### config.mk
export PLATFORM = sky130hd
export DESIGN_NAME = weight_fetch_ctrl
export DESIGN_NICKNAME = d
export VERILOG_FILES = /design/src/rtl/weight_fetch_ctrl.sv
export SDC_FILE = /design/constraint.sdc
export NUM_CORES = 1
export LEC_CHECK = 0
export BUFFER_PORTS_ARGS = -buffer_cell sky130_fd_sc_hd__buf_4
export CAP_MARGIN = 10
export CORE_ASPECT_RATIO = 0.9
export CORE_MARGIN = 2
export CORE_UTILIZATION = 45
export CTS_BUF_LIST = sky130_fd_sc_hd__clkbuf_8
export CTS_CLUSTER_DIAMETER = 100
export DETAILED_ROUTE_END_ITERATION = 8
export PLACE_DENSITY = 0.81
export SYNTH_ARGS = -nofsm -noshare
export SYNTH_HDL_FRONTEND = slang
export SYNTH_SLANG_ARGS = --single-unit
### constraint.sdc
create_clock -name CLK -period 3.75 [get_ports CLK]
set_clock_uncertainty 0.15 [all_clocks]
set_input_delay 0.375 -clock CLK [delete_from_list [all_inputs] [get_ports CLK]]
set_output_delay 0.375 -clock CLK [all_outputs]
set_load 0.02 [all_outputs]
### src/rtl/weight_fetch_ctrl.sv
// Weight BRAM sequencer: host write port while idle, full-row read streaming
// through a 2-entry skid buffer to the MAC on START.
module weight_fetch_ctrl #(
  parameter int DEPTH  = 28,
  parameter int ADDR_W = 5,
  parameter int DATA_W = 16
) (
  input  logic              CLK,
  input  logic              RST_N,
  input  logic              START,
  input  logic              ABORT,
  output logic              BUSY,
  output logic              DONE,
  input  logic              LD_VALID,
  input  logic [ADDR_W-1:0] LD_ADDR,
  input  logic [DATA_W-1:0] LD_DATA,
  output logic              LD_READY,
  output logic              BRAM_EN,
  output logic              BRAM_WE,
  output logic [ADDR_W-1:0] BRAM_ADDR,
  output logic [DATA_W-1:0] BRAM_DI,
  input  logic [DATA_W-1:0] BRAM_DO,
  output logic [DATA_W-1:0] W_DATA,
  output logic              W_VALID,
  input  logic              W_READY,
  output logic              W_LAST,
  output logic [ADDR_W-1:0] W_IDX
);

  localparam logic [ADDR_W-1:0] LAST_ADDR = ADDR_W'(DEPTH - 1);
  localparam logic [ADDR_W:0]   DEPTH_W   = (ADDR_W + 1)'(DEPTH);

  typedef enum logic [1:0] {S_IDLE, S_FETCH, S_DRAIN, S_DONE} state_t;

  state_t            state, state_nxt;
  logic [ADDR_W-1:0] rd_ptr;
  logic [1:0]        count;
  logic [DATA_W-1:0] buf0_data, buf1_data;
  logic [ADDR_W-1:0] buf0_idx, buf1_idx;

  logic       pop, issue, head_last, wr_ok, abort_act;
  logic [2:0] room;

  // BRAM_DO is already valid at the posedge closing the issue cycle, so the
  // read word is captured there; occupancy is therefore the buffer count alone.
  always_comb begin
    abort_act = (state != S_IDLE) && ABORT;
    pop       = (count != 2'd0) && W_READY;
    room      = {1'b0, count} - {2'b00, pop};
    issue     = (state == S_FETCH) && !ABORT && (room < 3'd2);
    head_last = (count != 2'd0) && (buf0_idx == LAST_ADDR);
    wr_ok     = LD_VALID && LD_READY && ({1'b0, LD_ADDR} < DEPTH_W);
  end

  always_ff @(posedge CLK or negedge RST_N) begin
    if (!RST_N) state <= S_IDLE;
    else        state <= state_nxt;
  end

  always_comb begin
    state_nxt = state;
    case (state)
      S_IDLE:  if (START && !ABORT) state_nxt = S_FETCH;
      S_FETCH: if (issue && rd_ptr == LAST_ADDR) state_nxt = S_DRAIN;
      S_DRAIN: if (pop && head_last) state_nxt = S_DONE;
      S_DONE:  state_nxt = S_IDLE;
      default: state_nxt = S_IDLE;
    endcase
    if (abort_act) state_nxt = S_IDLE;
  end

  always_comb begin
    BUSY      = (state != S_IDLE);
    DONE      = (state == S_DONE);
    LD_READY  = (state == S_IDLE) && !START;
    BRAM_EN   = wr_ok || issue;
    BRAM_WE   = wr_ok;
    BRAM_ADDR = '0;
    if (wr_ok)      BRAM_ADDR = LD_ADDR;
    else if (issue) BRAM_ADDR = rd_ptr;
    BRAM_DI   = LD_DATA;
    W_VALID   = (count != 2'd0);
    W_DATA    = W_VALID ? buf0_data : '0;
    W_IDX     = W_VALID ? buf0_idx : '0;
    W_LAST    = head_last;
  end

  always_ff @(posedge CLK or negedge RST_N) begin
    if (!RST_N) begin
      rd_ptr    <= '0;
      count     <= '0;
      buf0_data <= '0;
      buf0_idx  <= '0;
      buf1_data <= '0;
      buf1_idx  <= '0;
    end else if (abort_act) begin
      rd_ptr <= '0;
      count  <= '0;
    end else begin
      if (state == S_IDLE && START) rd_ptr <= '0;
      else if (issue && rd_ptr != LAST_ADDR) rd_ptr <= rd_ptr + ADDR_W'(1);

      case ({issue, pop})
        2'b10: begin
          if (count == 2'd0) begin
            buf0_data <= BRAM_DO;
            buf0_idx  <= rd_ptr;
          end else begin
            buf1_data <= BRAM_DO;
            buf1_idx  <= rd_ptr;
          end
          count <= count + 2'd1;
        end
        2'b01: begin
          buf0_data <= buf1_data;
          buf0_idx  <= buf1_idx;
          count     <= count - 2'd1;
        end
        2'b11: begin
          if (count == 2'd1) begin
            buf0_data <= BRAM_DO;
            buf0_idx  <= rd_ptr;
          end else begin
            buf0_data <= buf1_data;
            buf0_idx  <= buf1_idx;
            buf1_data <= BRAM_DO;
            buf1_idx  <= rd_ptr;
          end
        end
        default: ;
      endcase
    end
  end

endmodule

==> results of run 1 <==
how the worst max path moves through the flow:
stage                         end  slack (ps)
CTS                  BRAM_ADDR[2]         450
floorplan            BRAM_ADDR[3]        1260
global placement     buf1_data[1]         800
detailed placement  buf1_data[12]         600
global route         BRAM_ADDR[2]         170
finish               BRAM_ADDR[2]         450
cells by family after synthesis:
family | after synthesis
compound gates | 28
xor+xnor | 4
buf+inv | 38
fa+ha+maj | 8
mux | 69
flops | 51
simple gates | 62
cell usage in the layout, fill, tap and decap left out, types with 2 or more instances in the layout:
cell        n
a21oi_1    10
nor2_1      7
bufinv_16   2
dfrtp_1    51
ha_1        8
mux2i_1     4
o21ai_0     3
o21a_1      2
nand3_1     3
a31oi_1     2
buf_4      63
and3_1      6
inv_1      10
xnor2_1     3
clkbuf_8    5
nand4b_1    2
nor2b_1    23
nand2_1     9
a31o_2      2
mux2_2     64
nand2b_1    4
where the power goes:
group | internal (W) | leakage, nW | total (W) | switching (W)
registers | 0.000758 | 0.646 | 0.000880 | 0.000122
logic | 0.000681 | 0.984 | 0.00138 | 0.000701
clock network | 0.000266 | 0.0644 | 0.000451 | 0.000185
state kept, by name, indices dropped and copies added, names as in the netlist:
name	cells
buf0_data	16
buf1_data	16
buf0_idx	5
buf1_idx	5
rd_ptr	5
count	2
state	2
metrics by stage:
stage | hold WS [ps] | instances | utilization [%]
after global routing | 145 | 394 | 54.3
after global placement | 296 | 385 | 52.0
after CTS | 142 | 394 | 54.3
final | 152 | 394 | 54.3
after floorplan | -70.6 | 260 | -
after detailed placement | 292 | 385 | 52.0
worst max-delay path: cells and delay by family, from the launching register on:
family	cells	cell delay, ps
xor+xnor	1	600
fa+ha+maj	1	580
flops	1	460
simple gates	2	390
buf+inv	2	290
mux	1	150
what timing repair did:
action,in CTS,in global routing
endpoints found under the hold margin,51,0
resized for setup,0,0
hold buffers,1,0
area by class of cell:
class / instances / area [um^2]
clock buffer: 5 / 68.8
clock inverter: 3 / 67.6
fill: 572 / 2960
inverter: 10 / 37.5
multi-input combinational: 171 / 1470
sequential: 51 / 1280
tap: 90 / 113
timing repair buffer: 64 / 483
per-layer routing:
| layer | track usage [%] | part of all wire, % |
|---|---|---|
| met5 | 0 | 0 |
| met4 | 4.33 | 1.2 |
| met3 | 3.46 | 4.9 |
| met2 | 27.4 | 49 |
| met1 | 24.0 | 45 |
==> reports/results.ini, run 1 <==
[run_status]
status = finished, final reports clean

[logic_synthesis]
synth-seq-cells = 51
synth_edf_count = 0
synth_top_area_cell = dfrtp_1
yosysTopAreaCellShare_pct = 42.9
syn-num-nets = 311
synth_top_family_by_area = multiplexers
synthFlopType = dfrtp_1
synthTopCellsByCount = mux2_2 (64), dfrtp_1 (51), nor2b_1 (23), buf_4 (18)
ys_top_cells_by_area = dfrtp_1 (43%), mux2_2 (24%), nor2b_1 (4.8%), buf_4 (4.5%), ha_1 (3.4%)
synth-xor-area-share_pct = 1.18
synth_compound_area_share_pct = 6.27
synthDistinctLibCells = 41
syn-instance-count = 260
syn_avg_cell_area_um2 = 11.4
postSynth.asyncResetShare_pct = 100
ys_seq_area_share_pct = 42.9
yosys.area_share.simple_pct = 12.5
synth_fa_ha_area_share_pct = 3.37
syn_area_mm2 = 0.00297
yosys_warnings = 0
yosysMostFrequentCell = mux2_2
yosys-mux-area-fraction_pct = 26.0

[clock_tree]
clock-sinks = 51
cts_htree_levels = 2
clkTransAtPathRegs_ps = 100
cts_root_buf = clkbuf_8
clk_latency_ps = 310
cts_tree = built
cts_made_buffers = 5
cts_setup_buffers = 0
clock_path_buffers = 2

[timing]
worst_pin_slew_ps = 724
hold_viol = 0
fin_crit_sh_pct = 88.0
slew_viol_final = 0
finalCriticalPeriod_ps = 3300
rsz0062_at_grt = no
relSlewSlack_pct = 51.4
tns_ps = 0
final-setup-viol-count = 0
fmax_ghz = 0.303
postLayoutSetupSlackWorst_ps = 450

[power_and_ir_drop]
power_leakage_nw = 1.69
ir_worst_vdd_uv = 557
p_per_area_mw_per_mm2 = 771
p_total_w = 0.00271

[placed_design]
dpl_cell_area_mm2 = 0.00337
pre_cts_slack_ps = 602
dp_hpwl_um = 4270
port_buffers = 59
gp_congestion = 0.821

[floorplan]
die_x_um = 89.7
fp.dieH_um = 81.1
die-area_mm2 = 0.00727
core_area_mm2 = 0.00648
io_pins = 92
row_count = 28
initial_core_util_pct = 45.8

[critical_path]
r2r_start = count[1]
critPathKind = register to output pin
critPathSlowestCell = xnor2_1
worst_ep_required_time_ps = 3220
crit_path_max_fanout = 16
cp-start-kind = register
startpoint = count[1]
worstPathCellList = inv_1 > ha_1 > nor3b_4 > xnor2_1 > and3_1 > mux2_2 > buf_4
r2r_end = buf1_data[1]
critPathCaptureType = output pin
rrSetupSlack_ps = 590
arrival_ps = 2770
crit_path_max_incr_delay_ps = 600
rr_worst_depth = 7

[global_routing]
grt_pass1_wl_um = 9670
overflow = 0
grt_pass1_vias = 2018
grt_max_degree = 52
gr-usage-all-layers_pct = 17.2
antenna_found_initial = 0

[cells_and_area]
fin_area_mm2 = 0.00352
drive_above_1_share_pct = 46.7
num_antenna_cells = 0
nNetsFinal = 354
syn_to_final_growth_pct = 18.4

[routing]
wl_um = 5740
ant_nets = 0
drt-vias-per-instance = 5.15
avgRoutedWirePerCell_um = 14.6
dr.first_iter.drc_count = 105
vias = 2030
drc_errors = 0
first_pass_iters = 4

[hold_path]
min_path_cells = 2
hold_path_class = input port to register
hold_start = BRAM_DO[10]
hold_end = buf1_data[10]

[job]
maxCapViolCount = 0

(Power assumes the default switching activity.)
==> inputs of run 2 (changes only) <==
--- a/config.mk
+++ b/config.mk
@@ -7,13 +7,15 @@
 export LEC_CHECK = 0
 export BUFFER_PORTS_ARGS = -buffer_cell sky130_fd_sc_hd__buf_4
 export CAP_MARGIN = 10
+export CELL_PAD_IN_SITES_DETAIL_PLACEMENT = 0
+export CELL_PAD_IN_SITES_GLOBAL_PLACEMENT = 1
 export CORE_ASPECT_RATIO = 0.9
 export CORE_MARGIN = 2
-export CORE_UTILIZATION = 45
+export CORE_UTILIZATION = 36
 export CTS_BUF_LIST = sky130_fd_sc_hd__clkbuf_8
 export CTS_CLUSTER_DIAMETER = 100
 export DETAILED_ROUTE_END_ITERATION = 8
-export PLACE_DENSITY = 0.81
+export PLACE_DENSITY = 0.83
 export SYNTH_ARGS = -nofsm -noshare
 export SYNTH_HDL_FRONTEND = slang
 export SYNTH_SLANG_ARGS = --single-unit
==> run 2 against run 1 <==
Combinational power barely moved. Critical path depth did not move. Global-route usage fell by 3.4 points. Non-clock buffer count did not move. Sequential share of layout area rose by 0.39 points. Wire length rose by 3.6%. First-iteration DRC count fell by 54%. Via count fell by 1.3%. Final cell count rose by 2.0%. Register-to-register slack improved by 300 ps. Design area fell by 1.1%. Critical path type unchanged. Largest cell class unchanged. Largest power group unchanged.
==> reports/results.ini, run 2 (synthesized netlist as in run 1, its figures left out) <==
[timing]
fmax_ghz = 0.329
hold_viol = 0
finalCriticalPeriod_ps = 3040
rsz0062_at_grt = no
worst_pin_slew_ps = 821
tns_ps = 0
fin_crit_sh_pct = 81.2
slew_viol_final = 0
final-setup-viol-count = 0
relSlewSlack_pct = 44.9

[cells_and_area]
num_antenna_cells = 0
reg_top3 = buf0_data x16, buf1_data x16
layout_common_cells = mux2_2 (64), buf_4 (63), dfrtp_1 (51)
drive_above_1_share_pct = 46.5
final_common_cell = mux2_2
nNetsFinal = 354
n_fill_cell = 756
syn_to_final_growth_pct = 17.1
final_util_pct = 43.3

[floorplan]
die_x_um = 99.8
die-area_mm2 = 0.00900
io_pins = 92
initial_core_util_pct = 37.0
fp.dieH_um = 90.2
core_area_mm2 = 0.00803
row_count = 31

[critical_path]
critPathKind = register to output pin
rr_worst_depth = 7
crit_path_max_incr_delay_ps = 660
cp-start-kind = register
crit_path_max_fanout = 11
r2r_end = buf0_data[9]
r2r_start = count[1]
worst_ep_required_time_ps = 3220
critPathSlowestCell = xnor2_1
critPathCaptureType = output pin
arrival_ps = 2520
rrSetupSlack_ps = 890
worstPathCellList = inv_1 > ha_1 > nor3b_4 > xnor2_1 > and3_1 > mux2_2 > buf_4

[hold_path]
hold_start = BRAM_DO[5]
hold_end = buf1_data[5]
hold_path_class = input port to register
min_path_cells = 2

[clock_tree]
clock_path_buffers = 2
cts_setup_buffers = 0
clock-sinks = 51
cts_made_buffers = 5
cts-resized-gates = 0
clk_latency_ps = 310
cts_root_buf = clkbuf_8
ctsHoldBuffers = 1
clkTransAtPathRegs_ps = 90
cts_htree_levels = 2
cts_tree = built

[job]
maxCapViolCount = 0

[routing]
dr.first_iter.drc_count = 48
first_pass_iters = 4
drc_errors = 0
vias = 2003
wl_um = 5950
avgRoutedWirePerCell_um = 14.8
ant_nets = 0
drt-vias-per-instance = 4.98

[global_routing]
grt_pass1_vias = 2058
overflow = 0
grt_pass1_wl_um = 10000
antenna_found_initial = 0
gr-usage-all-layers_pct = 13.7
grt_max_degree = 52

[placed_design]
gp_congestion = 0.766
dp_hpwl_um = 4250
port_buffers = 59

[power_and_ir_drop]
power_leakage_nw = 1.68
p_per_area_mw_per_mm2 = 743
ir_worst_vdd_uv = 421

[run_status]
status = finished, final reports clean

run 2: cell count changes in the layout (fill, tap and decap cells not counted), sizes merged:
cell / change
clkbuf: +1
clkinv: +1
clkinvlp: -1
bufinv: -2
run 2: how the worst max path moves through the flow:
stage | startpoint | endpoint | slack (ps) | cells past startpoint
after floorplan | count[1] | BRAM_ADDR[3] | 1260 | 9
after global placement | count[0] | buf0_data[12] | 970 | 7
after detailed placement | count[1] | buf0_idx[4] | 870 | 7
after CTS | count[1] | BRAM_ADDR[2] | 660 | 7
after global routing | count[1] | BRAM_ADDR[2] | 510 | 7
final | count[1] | BRAM_ADDR[2] | 710 | 7
run 2: layout make-up:
cell class / count / area [um^2] / area share, %
clock buffer: 6 / 82.6 / 2.37
clock inverter: 1 / 5.00 / 0.144
inverter: 10 / 37.5 / 1.08
multi-input combinational: 171 / 1470 / 42.3
sequential: 51 / 1280 / 36.7
tap: 99 / 124 / 3.56
timing repair buffer: 64 / 483 / 13.9
run 2: where the power goes:
part	leakage (nW)	switching (W)	total (W)	internal (W)
Clock	0.0470	0.000174	0.000319	0.000145
Combinational	0.984	0.000708	0.00139	0.000680
Sequential	0.646	0.000119	0.000877	0.000758
run 2: critical path: cells and delay by family, from the launching register on:
| family | cells | cell delay, ps |
|---|---|---|
| XOR/XNOR | 1 | 660 |
| adder cells (fa/ha/maj) | 1 | 290 |
| buffers and inverters | 2 | 290 |
| flip-flops | 1 | 450 |
| multiplexers | 1 | 150 |
| AND/OR/NAND/NOR | 2 | 370 |
run 2: per-layer routing:
| metal | part of all wire, % | GRT usage, % | up-vias |
|---|---|---|---|
| li1 | - | - | 977 |
| met1 | 46 | 18.5 | 980 |
| met2 | 49 | 22.2 | 36 |
| met3 | 3.7 | 3.34 | 10 |
| met4 | 1.3 | 3.31 | 0 |
| met5 | 0 | 0 | - |
run 2: metrics by stage:
step                      cell area, um^2  power [W]  setup WS (ps)  hold WS (ps)  cells
final                                3480    0.00258            706           158    402
after floorplan                      2970    0.00190           1260         -70.6    260
after CTS                            3480    0.00262            664           149    402
after global routing                 3480    0.00277            507           144    402
after detailed placement             3380    0.00229            866           306    394
after global placement               3380    0.00225            967           300    394
==> inputs of run 3 (changes only) <==
--- a/config.mk
+++ b/config.mk
@@ -15,7 +15,7 @@
 export CTS_BUF_LIST = sky130_fd_sc_hd__clkbuf_8
 export CTS_CLUSTER_DIAMETER = 100
 export DETAILED_ROUTE_END_ITERATION = 8
-export PLACE_DENSITY = 0.83
+export PLACE_DENSITY = 0.86
 export SYNTH_ARGS = -nofsm -noshare
 export SYNTH_HDL_FRONTEND = slang
 export SYNTH_SLANG_ARGS = --single-unit
==> constraint.sdc (replaced) <==
create_clock -name CLK -period 2.68 [get_ports CLK]
set_clock_uncertainty 0.15 [all_clocks]
set_input_delay 0.268 -clock CLK [delete_from_list [all_inputs] [get_ports CLK]]
set_output_delay 0.268 -clock CLK [all_outputs]
set_load 0.02 [all_outputs]
==> run 3 against run 2 <==
Clock power up 38%. Critical path type unchanged. Non-clock buffer count up 9. Count of clock-buffer cells in the layout unchanged. Register-to-register slack worse by 550 ps. Sequential share of layout area down 1.2 points. Critical path depth unchanged. Critical endpoint unchanged. Design area up 3.3%. Largest cell class unchanged. Largest power group unchanged.
==> reports/results.ini, run 3 (synthesized netlist as in run 1, its figures left out) <==
[floorplan]
row_count = 31
io_pins = 92
core_area_mm2 = 0.00803
die-area_mm2 = 0.00900
fp.dieH_um = 90.2
die_x_um = 99.8
initial_core_util_pct = 37.0

[critical_path]
arrival_ps = 2110
worst_ep_required_time_ps = 2260
rr_worst_depth = 7
crit_path_max_incr_delay_ps = 410
r2r_start = count[1]
critPathCaptureType = output pin
path_buf_inv = 2
critPathKind = register to output pin
critPathSlowestCell = dfrtp_2
cp-start-kind = register
crit_path_max_fanout = 8
critPathTopFamily = simple AND/OR/NAND/NOR gates
worstPathCellList = inv_1 > ha_2 > nor3b_4 > xnor2_2 > and3_1 > mux2_2 > buf_4
rrSetupSlack_ps = 340
r2r_end = buf1_idx[0]

[routing]
first_pass_iters = 4
dr.first_iter.drc_count = 132
vias = 2082
ant_nets = 0
wl_um = 6190
drc_errors = 0
avgRoutedWirePerCell_um = 15.1
drt-vias-per-instance = 5.07

[cells_and_area]
reg_top3 = buf0_data x16, buf1_data x16
num_antenna_cells = 0
nNetsFinal = 363
drive_above_1_share_pct = 50.0
layout_common_cells = buf_4 (70), mux2_2 (64), dfrtp_1 (50)
final_common_cell = buf_4
syn_to_final_growth_pct = 21.0
final_util_pct = 44.8

[timing]
relSlewSlack_pct = 57.8
finalCriticalPeriod_ps = 2530
fin_crit_sh_pct = 94.5
slew_viol_final = 0
fmax_ghz = 0.395
rsz0062_at_grt = no
final-setup-viol-count = 0
worst_pin_slew_ps = 634
hold_viol = 0
tns_ps = 0

[global_routing]
gr-usage-all-layers_pct = 13.9
antenna_found_initial = 0
overflow = 0
grt_pass1_wl_um = 10100
grt_pass1_vias = 2110
grt_max_degree = 52

[clock_tree]
clkTransAtPathRegs_ps = 90
cts_made_buffers = 5
cts_tree = built
clk_latency_ps = 290
cts_root_buf = clkbuf_8
clock_path_buffers = 2
clock-sinks = 51
cts_htree_levels = 2

[placed_design]
dp_hpwl_um = 4420
port_buffers = 59
gp_congestion = 0.806

[power_and_ir_drop]
power_leakage_nw = 1.74
p_per_area_mw_per_mm2 = 1060
p_total_w = 0.00381
ir_worst_vdd_uv = 663

[hold_path]
hold_path_class = input port to register
hold_start = BRAM_DO[2]
min_path_cells = 2
hold_end = buf1_data[2]

[run_status]
status = finished, final reports clean

[job]
maxCapViolCount = 0

==> run 3: changes by cell type in the layout (fill, tap and decap cells not counted), sizes merged <==
cell and change:
buf +9
==> run 3: area by class of cell <==
cell class / count / area (um^2)
Fill cell: 741 / 4430
Multi-Input combinational cell: 171 / 1490
Sequential cell: 51 / 1280
Timing Repair Buffer: 73 / 576
Tap cell: 99 / 124
Clock buffer: 6 / 82.6
Inverter: 10 / 37.5
Clock inverter: 1 / 5.00
==> run 3: worst max-delay path by stage <==
| stage | from | slack (ps) | cells past startpoint | end |
|---|---|---|---|---|
| final | count[1] | 150 | 7 | BRAM_ADDR[2] |
| after floorplan | count[1] | 300 | 9 | BRAM_ADDR[3] |
| after global placement | count[1] | 350 | 7 | state[0] |
| after detailed placement | count[1] | 240 | 7 | buf1_data[6] |
| after CTS | count[1] | 40 | 6 | BRAM_EN |
| after global routing | count[1] | 40 | 7 | BRAM_ADDR[2] |
==> run 3: report_power, final <==
part	leakage, nW	total, W	switching, W	internal (W)
combinational	1.05	0.00215	0.00106	0.00109
clock	0.0470	0.000440	0.000237	0.000203
sequential	0.645	0.00122	0.000157	0.00106
total	1.74	0.00381	0.00145	0.00236
==> run 3: repair_timing <==
action | CTS | global route
hold buffers | 1 | 0
pin swaps | 0 | 1
setup endpoints to repair | 5 | 5
gates resized for setup | 2 | 4
endpoints found under the hold margin | 51 | 0
setup buffers | 0 | 4
==> run 3: layer usage <==
layer | wire [um] | part of all wire (%) | up-vias | GRT usage (%)
met3 | 216 | 3.5 | 13 | 2.57
li1 | - | - | 1004 | -
met5 | 0 | 0 | - | 0
met1 | 2760 | 45 | 1029 | 18.3
met2 | 3100 | 50 | 36 | 22.4
met4 | 106 | 1.7 | 0 | 6.16
==> run 3: stage by stage <==
step                cell area [um^2]  setup slack (ps)  hold WS (ps)  std cells
finish                          3600               147          61.2        411
global route                    3600              40.3          43.3        411
CTS                             3550              39.0          50.7        407
detailed placement              3440               239           189        399
global placement                3440               347           196        399
floorplan                       2970               296          -178        260
